## src/rtl/cory_unpack_seq_pkg.sv

```systemverilog
// Shared constants and helpers for the cory lane sequencer and its encoder.
// Pure declarations; no logic, no latency, no flow control.
`ifndef CORY_UNPACK_SEQ_PKG_SV
`define CORY_UNPACK_SEQ_PKG_SV

package cory_unpack_seq_pkg;

  localparam int CORY_UNPACK_SEQ_RMAX = 16;
  localparam int CORY_UNPACK_SEQ_RMIN = 2;

  // Ceiling log2 with clog2(1) = 0; evaluated at elaboration time.
  function automatic int clog2(input int value);
    int result;
    int acc;
    result = 0;
    acc    = 1;
    while (acc < value) begin
      acc    = acc * 2;
      result = result + 1;
    end
    return result;
  endfunction

endpackage

`endif

```

## src/rtl/cory_lsb_enc.sv

```systemverilog
// Lowest-set-bit priority encoder: index, any-set flag and one-hot of the winner.
// Latency: purely combinational. Backpressure: none, no handshake.
module cory_lsb_enc #(
  parameter int W  = 4,
  parameter int IW = 2
) (
  input  logic [W-1:0]  vec,
  output logic [IW-1:0] idx,
  output logic          any,
  output logic [W-1:0]  onehot
);

  // Two's-complement trick isolates the lowest set bit.
  assign onehot = vec & (~vec + W'(1));
  assign any    = |vec;

  always_comb begin
    idx = '0;
    for (int i = W - 1; i >= 0; i--) begin
      if (vec[i]) begin
        idx = IW'(i);
      end
    end
  end

endmodule

```

## src/rtl/cory_unpack_seq.sv

```systemverilog
// Serialises the enabled lanes of one packed word, lowest index first, with idx/last tags.
// Latency: first lane one cycle after acceptance, then one lane per cycle.
// Backpressure: outputs hold while i_z_r is low; o_a_r opens on the last beat for zero-bubble reload.
module cory_unpack_seq
  import cory_unpack_seq_pkg::*;
#(
  parameter int N  = 8,
  parameter int R  = 4,
  parameter int A  = N * R,
  parameter int IW = 4
) (
  input  logic          clk,
  input  logic          reset_n,
  input  logic          i_a_v,
  input  logic [A-1:0]  i_a_d,
  input  logic [R-1:0]  i_a_m,
  output logic          o_a_r,
  output logic          o_z_v,
  output logic [N-1:0]  o_z_d,
  output logic [IW-1:0] o_z_idx,
  output logic          o_z_last,
  input  logic          i_z_r,
  output logic          o_busy
);

  generate
    if (R < CORY_UNPACK_SEQ_RMIN || R > CORY_UNPACK_SEQ_RMAX || IW < clog2(R) || A != N * R)
    begin : g_bad_param
      $error("cory_unpack_seq: illegal parameters N=%0d R=%0d A=%0d IW=%0d", N, R, A, IW);
    end
  endgenerate

  logic [A-1:0]  word_q;
  logic [R-1:0]  rem_q;
  logic [IW-1:0] sel_idx;
  logic          sel_any;
  logic [R-1:0]  sel_onehot;
  logic          busy;
  logic          accept;
  logic          beat_done;
  logic [N-1:0]  lane_mux;

  cory_lsb_enc #(
    .W  (R),
    .IW (IW)
  ) u_enc (
    .vec    (rem_q),
    .idx    (sel_idx),
    .any    (sel_any),
    .onehot (sel_onehot)
  );

  assign busy = sel_any;

  // Last when nothing remains once the selected bit is removed.
  assign o_z_last  = busy && ((rem_q & ~sel_onehot) == '0);
  assign o_z_v     = busy;
  assign o_busy    = busy;
  assign o_a_r     = !busy || (i_z_r && o_z_last);
  assign o_z_idx   = busy ? sel_idx : '0;
  assign accept    = i_a_v && o_a_r;
  assign beat_done = o_z_v && i_z_r;

  // One-hot AND-OR mux; an empty mask yields zero data for free.
  always_comb begin
    lane_mux = '0;
    for (int k = 0; k < R; k++) begin
      lane_mux = lane_mux | ({N{sel_onehot[k]}} & word_q[k*N +: N]);
    end
  end

  assign o_z_d = lane_mux;

  // A new word outranks clearing the final lane of the previous one.
  always_ff @(posedge clk or negedge reset_n) begin
    if (!reset_n) begin
      word_q <= '0;
      rem_q  <= '0;
    end else if (accept) begin
      word_q <= i_a_d;
      rem_q  <= i_a_m;
    end else if (beat_done) begin
      rem_q  <= rem_q & ~sel_onehot;
    end
  end

endmodule

```

## config.mk

```make
export PLATFORM = sky130hd
export DESIGN_NAME = cory_unpack_seq
export DESIGN_NICKNAME = d
export VERILOG_FILES = /design/src/rtl/cory_unpack_seq_pkg.sv /design/src/rtl/cory_lsb_enc.sv /design/src/rtl/cory_unpack_seq.sv
export SDC_FILE = /design/constraint.sdc
export NUM_CORES = 1
export LEC_CHECK = 0
export CELL_PAD_IN_SITES_DETAIL_PLACEMENT = 2
export CELL_PAD_IN_SITES_GLOBAL_PLACEMENT = 2
export CORE_MARGIN = 2
export CORE_UTILIZATION = 43
export DETAILED_ROUTE_END_ITERATION = 8
export DONT_BUFFER_PORTS = 1
export HOLD_SLACK_MARGIN = 0.12
export PLACE_DENSITY_LB_ADDON = 0.1
export SYNTH_ARGS = -nofsm -noshare
export SYNTH_HDL_FRONTEND = slang
export SYNTH_SLANG_ARGS = --single-unit
```

## constraint.sdc

```tcl
create_clock -name clk -period 5.73 [get_ports clk]
set_input_delay 0.2865 -clock clk [delete_from_list [all_inputs] [get_ports clk]]
set_output_delay 0.2865 -clock clk [all_outputs]
set_load 0.005 [all_outputs]
```

==> impl_metrics.tcl <==
set metrics [dict create \
    status "complete, no violations" \
    powerDensity_nw_per_um2 638 \
    grt_start_max_net_pins 37 \
    core_um2 4060 \
    min_path_cells 1 \
    min_to "word_q[3]" \
    rr_worst_depth 4 \
    rsz0062_at_grt "no" \
    grt_pass1_vias 1251 \
    cts_buffers 5 \
    clk_latency_ns 0.28 \
    ys_top_cells_by_area "dfrtp_1 49%, mux2_4 23%, a22oi_1 6.5%, o21ai_0 4.1%, mux2_2 2.4%" \
    syn_inst 140 \
    clk_pin_slew_worst_paths_ns 0.07 \
    drive_gt1_share_pct 29.4 \
    drtIter0Drc 33 \
    start_util_pct 45.4 \
    dpl.cell_count 176 \
    holdCritStartpoint "i_a_d[3]" \
    crit_arrival_ns 2.75 \
    post-route-period-util_pct 45.2 \
    cts_setup_buffers 0 \
    multi_input_area_um2 798 \
    final_cell_mix "36 x dfrtp_1, 28 x mux2_4, 16 x a22oi_1" \
    first_pass_iters 4 \
    rows 23 \
    hpwl_um 2890 \
    vias 1087 \
    cp-end-kind "flop" \
    cts-root-buf "clkbuf_8" \
    area_growth_pct 3.26 \
    ant_nets 0 \
    crit_path_max_fanout 34 \
    drv_cap 0 \
    final_common_cell "dfrtp_1" \
    grt_first_pass_wirelength_um 6780 \
    ys_warn_count 0 \
    min_period_ns 2.59 \
    grt_overflow_total 0 \
    avgSynthCellArea_um2 13.1 \
    die-area_um2 4820 \
    maxSlewViolCount 0 \
    dieHeight_um 69.4 \
    setup_viol 0 \
    htree_num_levels 2 \
    rrSetupSlack_ns 3.14 \
    register_area_um2 901 \
    diodes 0 \
    routed_wl_um 4040 \
    routedWlPerCell_um 21.7 \
    grt_usage_pct 18.1 \
    rr_startpoint "rem_q[0]" \
    cts_tree "built" \
    synth-seq-area-share_pct 48.9 \
    routed_via_density 5.84 \
    hold_violations 0 \
    ios 56 \
    yosysUniqueCellTypes 27 \
    skew_ns 0.00672 \
    fill_cells 405 \
    place.port_buffers 0 \
    hold_path.class "primary input to flop" \
    synth_top_cell_by_area "dfrtp_1" \
    required_ns 5.90 \
    r2r_end "word_q[2]" \
    stdcell_count 186 \
    drc 0 \
    startpoint_type "flop" \
    yosysTopAreaCellShare_pct 48.9 \
    antenna_found_initial 0 \
    layout.nets 175 \
    vdd_drop_max_mv 0.263 \
    fmax_mhz 386 \
    clock_sinks 36 \
    tns_ns 0 \
    worst-setup-path-type "flop to flop" \
    globalplace.congestion 0.756 \
    tightest_slew_ns 1.09 \
    ys_seq_elements 36 \
    cp-startpoint "rem_q[0]" \
    final_util_pct 46.8 \
    netlist_area_um2 1840 \
    slew_headroom_pct 27.7 \
    cts_buffer_depth 2 \
    power.leakage_nw 0.877 \
    dieWidth_um 69.4 \
]
-- metal layers --
metal,track usage (%),up-vias,part of all wire [%]
met1,23.3,557,42
met2,29.2,34,51
met4,5.88,0,1.2
met5,0,-,0
li1,-,490,-
met3,5.67,6,6.0
-- worst max-delay path, cell delays in order, from the launching register on --
cell and delay (ns):
dfrtp_1 0.87, nor2_1 0.21, nand2_1 0.12, o21a_2 0.85
mux2_2 0.42
-- area by class of cell --
cell class	instances	share of cell area [%]
well taps	50	3.29
repair buffers	2	1.58
flip-flops and latches	36	47.4
multi-input cells	85	42.0
clock buffers	8	4.74
inverters	5	0.987
-- what timing repair did --
| action | in CTS | in global routing |
|---|---|---|
| hold endpoints to repair | 36 | 0 |
| resized for setup | 0 | 0 |
| hold buffers | 2 | 0 |
| setup endpoints to repair | 0 | 0 |
-- sequential cells by signal, indices dropped and copies added (netlist names) --
name,flops
word_q,32
rem_q,4
-- synthesized netlist by cell type --
cell type / number
mux2_2: 4
a32o_1: 2
buf_2: 1
buf_6: 2
mux2_4: 28
or3b_1: 1
buf_8: 1
a211o_1: 1
nor2_1: 4
conb_1: 1
a21o_1: 1
nand2_1: 3
xor2_1: 1
buf_12: 2
a22oi_1: 16
inv_1: 5
and3_1: 1
clkbuf_1: 6
dfrtp_1: 36
o31ai_1: 1
o21a_1: 1
maj3_1: 1
nand3b_1: 1
a21oi_1: 1
nor3_1: 1
o21ai_0: 15
buf_4: 3
-- report_power, final --
| part | internal [W] | switching (W) |
|---|---|---|
| sequential | 0.000385 | 0.000125 |
| combinational | 0.000296 | 0.000225 |
| clock | 0.0000980 | 0.0000837 |
-- kinds of logic after synthesis --
family	synth area share [%]
adders and majority gates	0.544
buffers and inverters	7.95
AOI/OAI and AO/OA	13.7
xor gates and xnor gates	0.476
other	0.204
DFF	48.9
and+or+nand+nor	2.92
muxes	25.3
-- stage by stage --
| step | setup slack (ns) | instance area, µm² | hold WS [ns] | power (W) |
|---|---|---|---|---|
| finish | 3.14 | 1900 | 0.148 | 0.00121 |
| global route | 2.93 | 1900 | 0.134 | 0.00131 |
| CTS | 3.09 | 1900 | 0.139 | 0.00123 |
| detailed placement | 3.11 | 1780 | -0.00785 | 0.00104 |
| global placement | 3.26 | 1780 | -0.00829 | 0.00101 |
| floorplan | 3.86 | 1840 | -0.00909 | 0.000971 |
-- worst max path at each step --
stage                      end  slack (ns)
global placement     word_q[2]        3.26
finish               word_q[2]        3.14
detailed placement   word_q[0]        3.11
CTS                  word_q[2]        3.09
floorplan           word_q[10]        3.86
global route         word_q[0]        2.93
Power figures use the tool's default switching activity.
